<file path="src/rtl/fifo_pkg.sv">
// rtl/fifo_pkg.sv - shared gray/binary helpers and pointer constants for the async FIFO
package fifo_pkg;

    localparam int DEFAULT_PTR_WIDTH = 3;
    localparam int PTR_MAX_W         = 32;

    // Callers zero-extend narrower pointers; leading zeros keep both conversions exact.
    function automatic logic [PTR_MAX_W-1:0] bin2gray(input logic [PTR_MAX_W-1:0] b);
        return b ^ (b >> 1);
    endfunction

    function automatic logic [PTR_MAX_W-1:0] gray2bin(input logic [PTR_MAX_W-1:0] g);
        logic [PTR_MAX_W-1:0] b;
        b[PTR_MAX_W-1] = g[PTR_MAX_W-1];
        for (int i = PTR_MAX_W - 2; i >= 0; i--) begin
            b[i] = b[i+1] ^ g[i];
        end
        return b;
    endfunction

endpackage

</file>
<file path="src/rtl/fifo_wr_ptr_ctrl_gray2bin_conv.sv">
// rtl/fifo_wr_ptr_ctrl_gray2bin_conv.sv - combinational gray-to-binary decoder, shared by both FIFO sides
module gray2bin_conv
    import fifo_pkg::*;
#(
    parameter int WIDTH = DEFAULT_PTR_WIDTH + 1
) (
    input  logic [WIDTH-1:0] gray_i,
    output logic [WIDTH-1:0] bin_o
);

    assign bin_o = WIDTH'(gray2bin(PTR_MAX_W'(gray_i)));

endmodule

</file>
<file path="src/rtl/fifo_wr_ptr_ctrl.sv">
// rtl/fifo_wr_ptr_ctrl.sv - write-side pointer, gray pointer and full/level flags of the async FIFO
module fifo_wr_ptr_ctrl
    import fifo_pkg::*;
#(
    parameter int PTR_WIDTH = DEFAULT_PTR_WIDTH,
    parameter int AFULL_TH  = 6
) (
    input  logic                 w_clk,
    input  logic                 w_rstn,
    input  logic                 w_inc,
    input  logic [PTR_WIDTH:0]   wq2_rptr,
    output logic                 w_en,
    output logic [PTR_WIDTH-1:0] w_addr,
    output logic [PTR_WIDTH:0]   w_ptr_gray,
    output logic                 w_full,
    output logic                 w_almost_full,
    output logic [PTR_WIDTH:0]   w_level,
    output logic                 w_ovf
);

    localparam int PW = PTR_WIDTH;

    logic [PW:0] bin_q, bin_d;
    logic [PW:0] gray_q, gray_d;
    logic [PW:0] level_q, level_d;
    logic [PW:0] rbin;
    logic        full_q, full_d;
    logic        afull_q, afull_d;
    logic        ovf_q, ovf_d;
    logic        accept;

    gray2bin_conv #(
        .WIDTH (PW + 1)
    ) u_rptr_dec (
        .gray_i (wq2_rptr),
        .bin_o  (rbin)
    );

    // Flags are computed from bin_d so they already include this cycle's write.
    always_comb begin
        accept  = w_inc & ~full_q;
        bin_d   = bin_q + {{PW{1'b0}}, accept};
        gray_d  = (PW + 1)'(bin2gray(PTR_MAX_W'(bin_d)));
        full_d  = (gray_d == {~wq2_rptr[PW -: 2], wq2_rptr[PW-2:0]});
        level_d = bin_d - rbin;
        afull_d = (level_d >= (PW + 1)'(AFULL_TH));
        ovf_d   = w_inc & full_q;
    end

    always_ff @(posedge w_clk or negedge w_rstn) begin
        if (!w_rstn) begin
            bin_q   <= '0;
            gray_q  <= '0;
            level_q <= '0;
            full_q  <= 1'b0;
            afull_q <= 1'b0;
            ovf_q   <= 1'b0;
        end else begin
            bin_q   <= bin_d;
            gray_q  <= gray_d;
            level_q <= level_d;
            full_q  <= full_d;
            afull_q <= afull_d;
            ovf_q   <= ovf_d;
        end
    end

    assign w_en          = w_inc & ~full_q;
    assign w_addr        = bin_q[PW-1:0];
    assign w_ptr_gray    = gray_q;
    assign w_full        = full_q;
    assign w_almost_full = afull_q;
    assign w_level       = level_q;
    assign w_ovf         = ovf_q;

endmodule

</file>
<file path="config.mk">
export PLATFORM = sky130hd
export DESIGN_NAME = fifo_wr_ptr_ctrl
export DESIGN_NICKNAME = d
export VERILOG_FILES = /design/src/rtl/fifo_pkg.sv /design/src/rtl/fifo_wr_ptr_ctrl_gray2bin_conv.sv /design/src/rtl/fifo_wr_ptr_ctrl.sv
export SDC_FILE = /design/constraint.sdc
export NUM_CORES = 1
export LEC_CHECK = 0
export ABC_CLOCK_PERIOD_IN_PS = 4500
export BUFFER_PORTS_ARGS = -buffer_cell sky130_fd_sc_hd__buf_4
export CORE_AREA = 3 3 53 55
export DETAILED_ROUTE_END_ITERATION = 8
export DIE_AREA = 0 0 56 58
export HOLD_SLACK_MARGIN = 0.1
export RECOVER_POWER = 50
export SLEW_MARGIN = 20
export SYNTH_ARGS = -nofsm -noshare
export SYNTH_HDL_FRONTEND = slang
export SYNTH_SLANG_ARGS = --single-unit
</file>
<file path="constraint.sdc">
create_clock -name w_clk -period 4.5 [get_ports w_clk]
set_clock_uncertainty 0.15 [all_clocks]
set_input_delay 0.9 -clock w_clk [delete_from_list [all_inputs] [get_ports w_clk]]
set_output_delay 0.9 -clock w_clk [all_outputs]
set_load 0.01 [all_outputs]
</file>
After elaboration in Yosys (flattened, before gate mapping):

Index checks and enable logic that the tools add are counted.
W data, S select, Z words.

* add/sub/neg operators: 2
* order comparisons: 1
* equal/unequal tests: 1
* bitwise gates (word level): 8

Operator list (number)
* $add A4 B1 Y4: 1
* $eq A4 B4 Y1: 1
* $ge A4 B3 Y1 const B: 1
* $sub A4 B4 Y4: 1
* $xor A4 B3 Y4: 1
* $xor A1 B1 Y1: 3
* $and A1 B1 Y1: 2
* $not A2 Y2: 1
* $not A1 Y1: 1

* bits in registers: 15
* input bits: 7
* output and inout bits: 15
* logic and storage cells: 18

Logic depth before layout (Yosys ltp):

Gate-level depths: netlist (run 1).

* depth after elaboration: 5
* mapped depth: 9
* gate-level depth less buffers: 9

Modules after synthesis:

From an unflattened synthesis (run 1), not the netlist that was laid out.

* cell total of the unflattened synthesis: 54
* area, all modules: 695.7 µm²

By module, submodules not included
* fifo_wr_ptr_ctrl: instances 1, cells an instance 49, area each 645.6 µm², seq. area each 350.3 µm²
* gray2bin_conv: instances 1, cells an instance 5, area each 50.0 µm², seq. area each 0.0 µm²

Least setup slack after synthesis (run 1):

OpenSTA, ideal clock, no wires.

* path kind: in2reg
* start: input port w_inc
* end: register afull_q (netlist: w_almost_full)
* setup time: 0.133 ns
* arrival time: 2.691 ns
* required time: 4.217 ns
* path slack: 1.526 ns
* cell stages on the path: 9
* buffers on the path: 0
* cell sequence: nor2b_1 ha_1 ha_1 inv_1 fa_1 inv_1 and3_1 a31oi_1 o211ai_1

* cells in the longest elaborated chain, start to end: 4

Ends and longest elaborated chain
* start, declared: RTL line fifo_wr_ptr_ctrl.sv:10 `input logic w_inc,`
* $and A1 B1 Y1: RTL line fifo_wr_ptr_ctrl.sv:41 `accept = w_inc & ~full_q;`
* $add A4 B1 Y4: RTL line fifo_wr_ptr_ctrl.sv:42 `bin_d = bin_q + {{PW{1'b0}}, accept};`
* via bin_d[1]: RTL line fifo_wr_ptr_ctrl.sv:23 `logic [PW:0] bin_q, bin_d;`
* $sub A4 B4 Y4: RTL line fifo_wr_ptr_ctrl.sv:45 `level_d = bin_d - rbin;`
* via level_d[1]: RTL line fifo_wr_ptr_ctrl.sv:25 `logic [PW:0] level_q, level_d;`
* $ge A4 B3 Y1: RTL line fifo_wr_ptr_ctrl.sv:46 `afull_d = (level_d >= (PW + 1)'(AFULL_TH));`
* via afull_d: RTL line fifo_wr_ptr_ctrl.sv:28 `logic afull_q, afull_d;`
* end signal, assigned: RTL line fifo_wr_ptr_ctrl.sv:63 `afull_q <= afull_d;`
* end, declared: RTL line fifo_wr_ptr_ctrl.sv:28

The timed path passes the listed nets, and every way through them passes these cells.

Worst setup path after layout (run 1):

Same ends and word-level chain as after synthesis.

==> out/results.tsv, run 1 <==
metric	value	unit
place_congestion	0.673	
grt_max_degree	15	
postSynthCellCount	58	
port_buffers	21	
worstPathArrival	2.92	ns
tightest_slew	0.731	ns
max-slew-margin-rel	51.3	%
clock-sinks	14	
crit_path_start_kind	primary input	
hold_path_class	register to register	
synth_top_area_share	49.0	%
ir_drop	338	uV
p_leak	0.439	nW
synth_nets	71	
start_util	29.4	%
area.growth.synth_to_final	28.4	%
synth.area.top_cells	dfrtp_1 (49%), xnor2_1 (12%), ha_1 (8.8%)	
drive_gt1_share	26.8	%
insertion_delay	0.27	ns
synth_warnings	0	
grtUsageTotal	8.98	%
syn_area	714	um^2
dr.pass1.iters	2	
num_io_pins	22	
die_w	56	um
drc	0	
end_kind	register	
core	2430	um^2
antenna_found_initial	0	
ant_nets	0	
pwr_density_cell	887	nW/um^2
rsz0062_at_grt	no	
fin_tns_setup	0	ns
cts_htree_levels	1	
root_buffer	clkbuf_4	
cp_max_fo	6	
crit_type	primary input to register	
yosysSeqAreaShare	49.0	%
die_area	3250	um^2
finalSetupViolCount	0	
dpl.cell_count	109	
use_met3	3.12	%
maxCapViolCount	0	
vias_per_cell	4.28	
outcome	completed	
initialDrtViolationCount	8	
dp_hpwl	1050	um
synth_xor_area_share	20.7	%
ys_seq_elements	14	
antenna_cells	0	
cts_tree	yes	
hold_depth	1	
timing.final.crit_share	64.9	%
avgSynthCellArea	12.3	um^2
max_freq	342	MHz
ctsHoldBuffers	0	
cp.required	4.50	ns
via_count	479	
rows	18	
grt_overflow	0	
cts_buffers	3	
hold_viol_final	0	
met1_usage	11.4	%
grt_pass1_wl	2260	um
grt_util_met2	13.9	%
stdcell_count	112	
layout.nets	97	
ys_types	21	
synth_compound_area_share	8.76	%
grt_pass1_vias	485	
synth_fa_ha_area_share	11.6	%
path_clk_slew	0.07	ns
post-cts-setup-buffer-count	0	
clockBufferDepth	2	
synth.largest_area_cell	dfrtp_1	
period_minus_slack	2.92	ns
yosys.area_share.simple	4.90	%
r2r_cells	9	
avgRoutedWirePerCell	11.2	um
post_cts_resized	0	
die_h	58	um
synth_top_family_by_area	XOR/XNOR gates	
synthMuxAreaShare	1.40	%
grt-busiest-layer	met2	
drt_wl_total	1260	um
maxSlewViolCount	0	
kinds of logic after synthesis:
| family | Yosys count |
|---|---|
| buffers and inverters | 7 |
| DFF | 14 |
| and+or+nand+nor | 6 |
| xor gates and xnor gates | 16 |
| AOI/OAI and AO/OA | 8 |
| muxes | 1 |
| adders and majority gates | 6 |
placed cells by master (no fill, tap or decap):
cell / synthesis / final
and2_1: 1 / 1
a211oi_1: 1 / 1
clkbuf_4: 0 / 4
xor2_1: 5 / 5
inv_1: 7 / 7
a21oi_1: 1 / 1
a31oi_1: 1 / 1
o22a_1: 1 / 1
a211oi_2: 1 / 1
nand3_1: 2 / 2
clkbuf_1: 0 / 4
or3_1: 1 / 1
buf_4: 0 / 16
xnor2_1: 10 / 10
xor2_2: 1 / 1
a21boi_0: 1 / 1
ha_1: 5 / 5
fa_1: 1 / 1
dfrtp_1: 14 / 14
mux2i_1: 1 / 1
and3_1: 1 / 1
nor2b_1: 1 / 1
a21o_1: 1 / 1
o211ai_1: 1 / 1
cell usage after synthesis:
| cell type | instances |
|---|---|
| or3_1 | 1 |
| o211ai_1 | 1 |
| xor2_1 | 5 |
| xnor2_1 | 10 |
| o22a_1 | 1 |
| a31oi_1 | 1 |
| and2_1 | 1 |
| and3_1 | 1 |
| a211oi_2 | 1 |
| nand3_1 | 2 |
| xor2_2 | 1 |
| dfrtp_1 | 14 |
| fa_1 | 1 |
| mux2i_1 | 1 |
| inv_1 | 7 |
| a21boi_0 | 1 |
| a21oi_1 | 1 |
| a21o_1 | 1 |
| ha_1 | 5 |
| nor2b_1 | 1 |
| a211oi_1 | 1 |
state kept, by name (all words and copies together) (netlist names):
signal	count
w_ovf	1
w_ptr_gray	3
bin_q	4
w_level	4
w_full	1
w_almost_full	1
routing by layer:
layer | vias up | wire, um
met5 | - | 0
met4 | 0 | 28
met3 | 3 | 84
met1 | 215 | 582
met2 | 19 | 560
li1 | 242 | -
critical path, cell delays in order:
cell	delay, ns
clkbuf_4	0.11
nor2b_1	0.13
ha_1	0.22
ha_1	0.40
inv_1	0.12
fa_1	0.57
inv_1	0.06
and3_1	0.17
a31oi_1	0.14
o211ai_1	0.10
worst paths after layout:
| kind | startpoint | end | slack (ns) |
|---|---|---|---|
| max | w_inc | w_almost_full | 1.58 |
| min | w_full | w_ovf | 0.37 |
| max reg2reg | w_full | w_almost_full | 2.03 |
| min reg2reg | w_full | w_ovf | 0.37 |
| max in group asynchronous | w_rstn | bin_q[0] | 3.24 |
| min in group asynchronous | w_rstn | bin_q[2] | 0.51 |
where the power goes:
| part | leakage [nW] | internal, mW | total, mW | switching, mW |
|---|---|---|---|---|
| logic | 0.258 | 0.255 | 0.516 | 0.261 |
| clock network | 0.0138 | 0.0310 | 0.0669 | 0.0359 |
| registers | 0.167 | 0.196 | 0.231 | 0.0347 |
through the flow:
stage	setup WS [ns]	power, mW	utilization (%)	area [um^2]	hold WS, ns
after floorplan	1.53	0.597	-	714	0.394
after global placement	1.33	0.762	37.4	910	0.342
after detailed placement	1.28	0.767	37.4	910	0.355
after CTS	1.58	0.839	38.3	932	0.305
after global routing	1.46	0.895	37.7	917	0.412
final	1.58	0.814	37.7	917	0.367
final cells by class:
type | count | area (um^2)
fillers | 258 | 1520
flip-flops and latches | 14 | 350
multi-input cells | 37 | 338
repair buffers | 21 | 143
well taps | 30 | 37.5
inverters | 7 | 26.3
clock buffers | 3 | 22.5
Note: power is estimated with default switching activity, not from simulation.
==> run 2, diff against run 1 <==
--- a/config.mk
+++ b/config.mk
@@ -5,7 +5,7 @@
 export SDC_FILE = /design/constraint.sdc
 export NUM_CORES = 1
 export LEC_CHECK = 0
-export ABC_CLOCK_PERIOD_IN_PS = 4500
+export ABC_CLOCK_PERIOD_IN_PS = 2600
 export BUFFER_PORTS_ARGS = -buffer_cell sky130_fd_sc_hd__buf_4
 export CORE_AREA = 3 3 53 55
 export DETAILED_ROUTE_END_ITERATION = 8
==> constraint.sdc (replaced) <==
create_clock -name w_clk -period 2.6 [get_ports w_clk]
set_clock_uncertainty 0.15 [all_clocks]
set_input_delay 0.52 -clock w_clk [delete_from_list [all_inputs] [get_ports w_clk]]
set_output_delay 0.52 -clock w_clk [all_outputs]
set_load 0.01 [all_outputs]
==> run 2 against run 1 <==
Critical path type unchanged. Clock power grew 72%. Total power grew 87%. Largest cell class unchanged. Combinational power grew 96%. Setup slack lost 1.4 ns. Die area is the same. Global-route usage grew 1.1 points. Sequential share of layout area shrank 3.1 points. Count of clock-buffer cells in the layout is the same. Critical path depth is the same. Sequential power grew 72%.
==> out/results.tsv, run 2 (same netlist as run 1, synthesis figures left out) <==
metric	value	unit
outcome	completed	
grtUsageTotal	10.0	%
p_leak	0.485	nW
mostFrequentLayoutCell	buf_4	
path_clk_slew	0.07	ns
dr.pass1.iters	2	
antenna_found_initial	0	
fin_util	41.0	%
hold_path_class	primary input to register	
place_congestion	0.721	
antenna_cells	0	
core	2430	um^2
p_comb_share	66.3	%
post_cts_resized	0	
rows	18	
die_h	58	um
port_buffers	21	
layout.nets	109	
power.total	1.52	mW
hold_viol_final	0	
crit_path_start_kind	primary input	
intPower	0.922	mW
tightest_slew	0.746	ns
cpPeakStageDelay	0.50	ns
mostFrequentLayoutCells	buf_4 (25), dfrtp_1 (14), xnor2_1 (10)	
place_area	992	um^2
grt_pass1_vias	590	
power.share.sequential	26.2	%
pwr_density_cell	1530	nW/um^2
timing.final.crit_share	92.2	%
stdcell_area	998	um^2
ant_nets	0	
max_freq	417	MHz
vias_per_cell	4.40	
end_kind	register	
ir_drop	564	uV
cts_tree	yes	
clockBufferDepth	2	
insertion_delay	0.27	ns
avgRoutedWirePerCell	11.1	um
die_w	56	um
maxSlewViolCount	0	
drc	0	
max-slew-margin-rel	50.3	%
p_sw	0.601	mW
worstPathArrival	2.40	ns
cp_max_fo	2	
die_area	3250	um^2
sw_frac_of_total	39.4	%
grt_max_degree	15	
cts_buffers	3	
grt_overflow	0	
maxCapViolCount	0	
slowest_stage	fa_1	
dp_hpwl	1170	um
grt_pass1_wl	2500	um
drive_gt1_share	31.9	%
root_buffer	clkbuf_4	
rsz0062_at_grt	no	
drt_wl_total	1380	um
period_minus_slack	2.40	ns
crit_top_cell	xnor2_1	
area.growth.synth_to_final	39.8	%
num_io_pins	22	
crit_type	primary input to register	
clock-sinks	14	
power.share.clock	7.5	%
timing.hold.ws	0.322	ns
cp.required	2.60	ns
initialDrtViolationCount	7	
via_count	545	
crit_chain	buf_4 > xnor2_1 > xor2_1 > xnor2_1 > ha_1 > fa_1 > inv_1 > and3_1 > a31oi_1 > o211ai_1	
finalSetupViolCount	0	
start_util	29.4	%
cts_htree_levels	1	
## run 2: cell count changes in the layout (fill, tap and decap cells not counted)
cell,change
clkbuf_1,+3
clkbuf_4,-1
buf_4,+9
dlygate4sd3_1,+1
## run 2: path summary, 6_finish.rpt
check	cells past startpoint	slack [ns]	end	from
worst max-delay path	10	0.20	w_almost_full	wq2_rptr[3]
worst max register to register	9	0.29	w_almost_full	w_full
min in group asynchronous	2	0.67	w_ptr_gray[2]	w_rstn
worst min register to register	1	0.37	w_ovf	w_full
worst min-delay path	2	0.32	w_ovf	w_inc
max in group asynchronous	2	1.17	w_ptr_gray[0]	w_rstn
## run 2: what timing repair did
action,CTS,global route
hold buffers,1,0
setup buffers,0,0
endpoints found under the hold margin,14,0
## run 2: per-stage QoR
| stage | setup slack (ns) | cells | TNS [ns] |
|---|---|---|---|
| after detailed placement | -0.101 | 120 | -0.101 |
| after global placement | -0.0312 | 120 | -0.0312 |
| after floorplan | 0.00594 | 58 | 0 |
| after global routing | 0.0251 | 124 | 0 |
| after CTS | 0.187 | 124 | 0 |
| final | 0.204 | 124 | 0 |
## run 2: power groups by stage
| stage | Clock, mW | Combinational (mW) | Sequential (mW) |
|---|---|---|---|
| 2_1_floorplan | 0 | 0.581 | 0.453 |
| 3_3_place_gp | 0 | 1.06 | 0.401 |
| 3_5_place_dp | 0 | 1.07 | 0.405 |
| 4_1_cts | 0.121 | 1.07 | 0.401 |
| 5_1_grt | 0.130 | 1.15 | 0.413 |
| 6_report | 0.115 | 1.01 | 0.398 |
## run 2: per-layer routing
metal  wire [um]  GRT usage [%]
met3         101           2.90
met5           0              0
met2         681           17.2
met4          40           6.10
met1         553           11.0
## run 2: final cells by class
| cell class | instances | area [um^2] |
|---|---|---|
| Fill cell | 253 | 1430 |
| Sequential cell | 14 | 350 |
| Multi-Input combinational cell | 37 | 338 |
| Timing Repair Buffer | 33 | 224 |
| Tap cell | 30 | 37.5 |
| Inverter | 7 | 26.3 |
| Clock buffer | 3 | 22.5 |
## run 2: worst max-delay path, delay by kind of cell
family                     cells  cell delay [ns]
and+or+nand+nor                1             0.17
xor gates and xnor gates       3             0.57
AOI/OAI and AO/OA              2             0.25
adders and majority gates      2             0.71
buffers and inverters          2             0.17
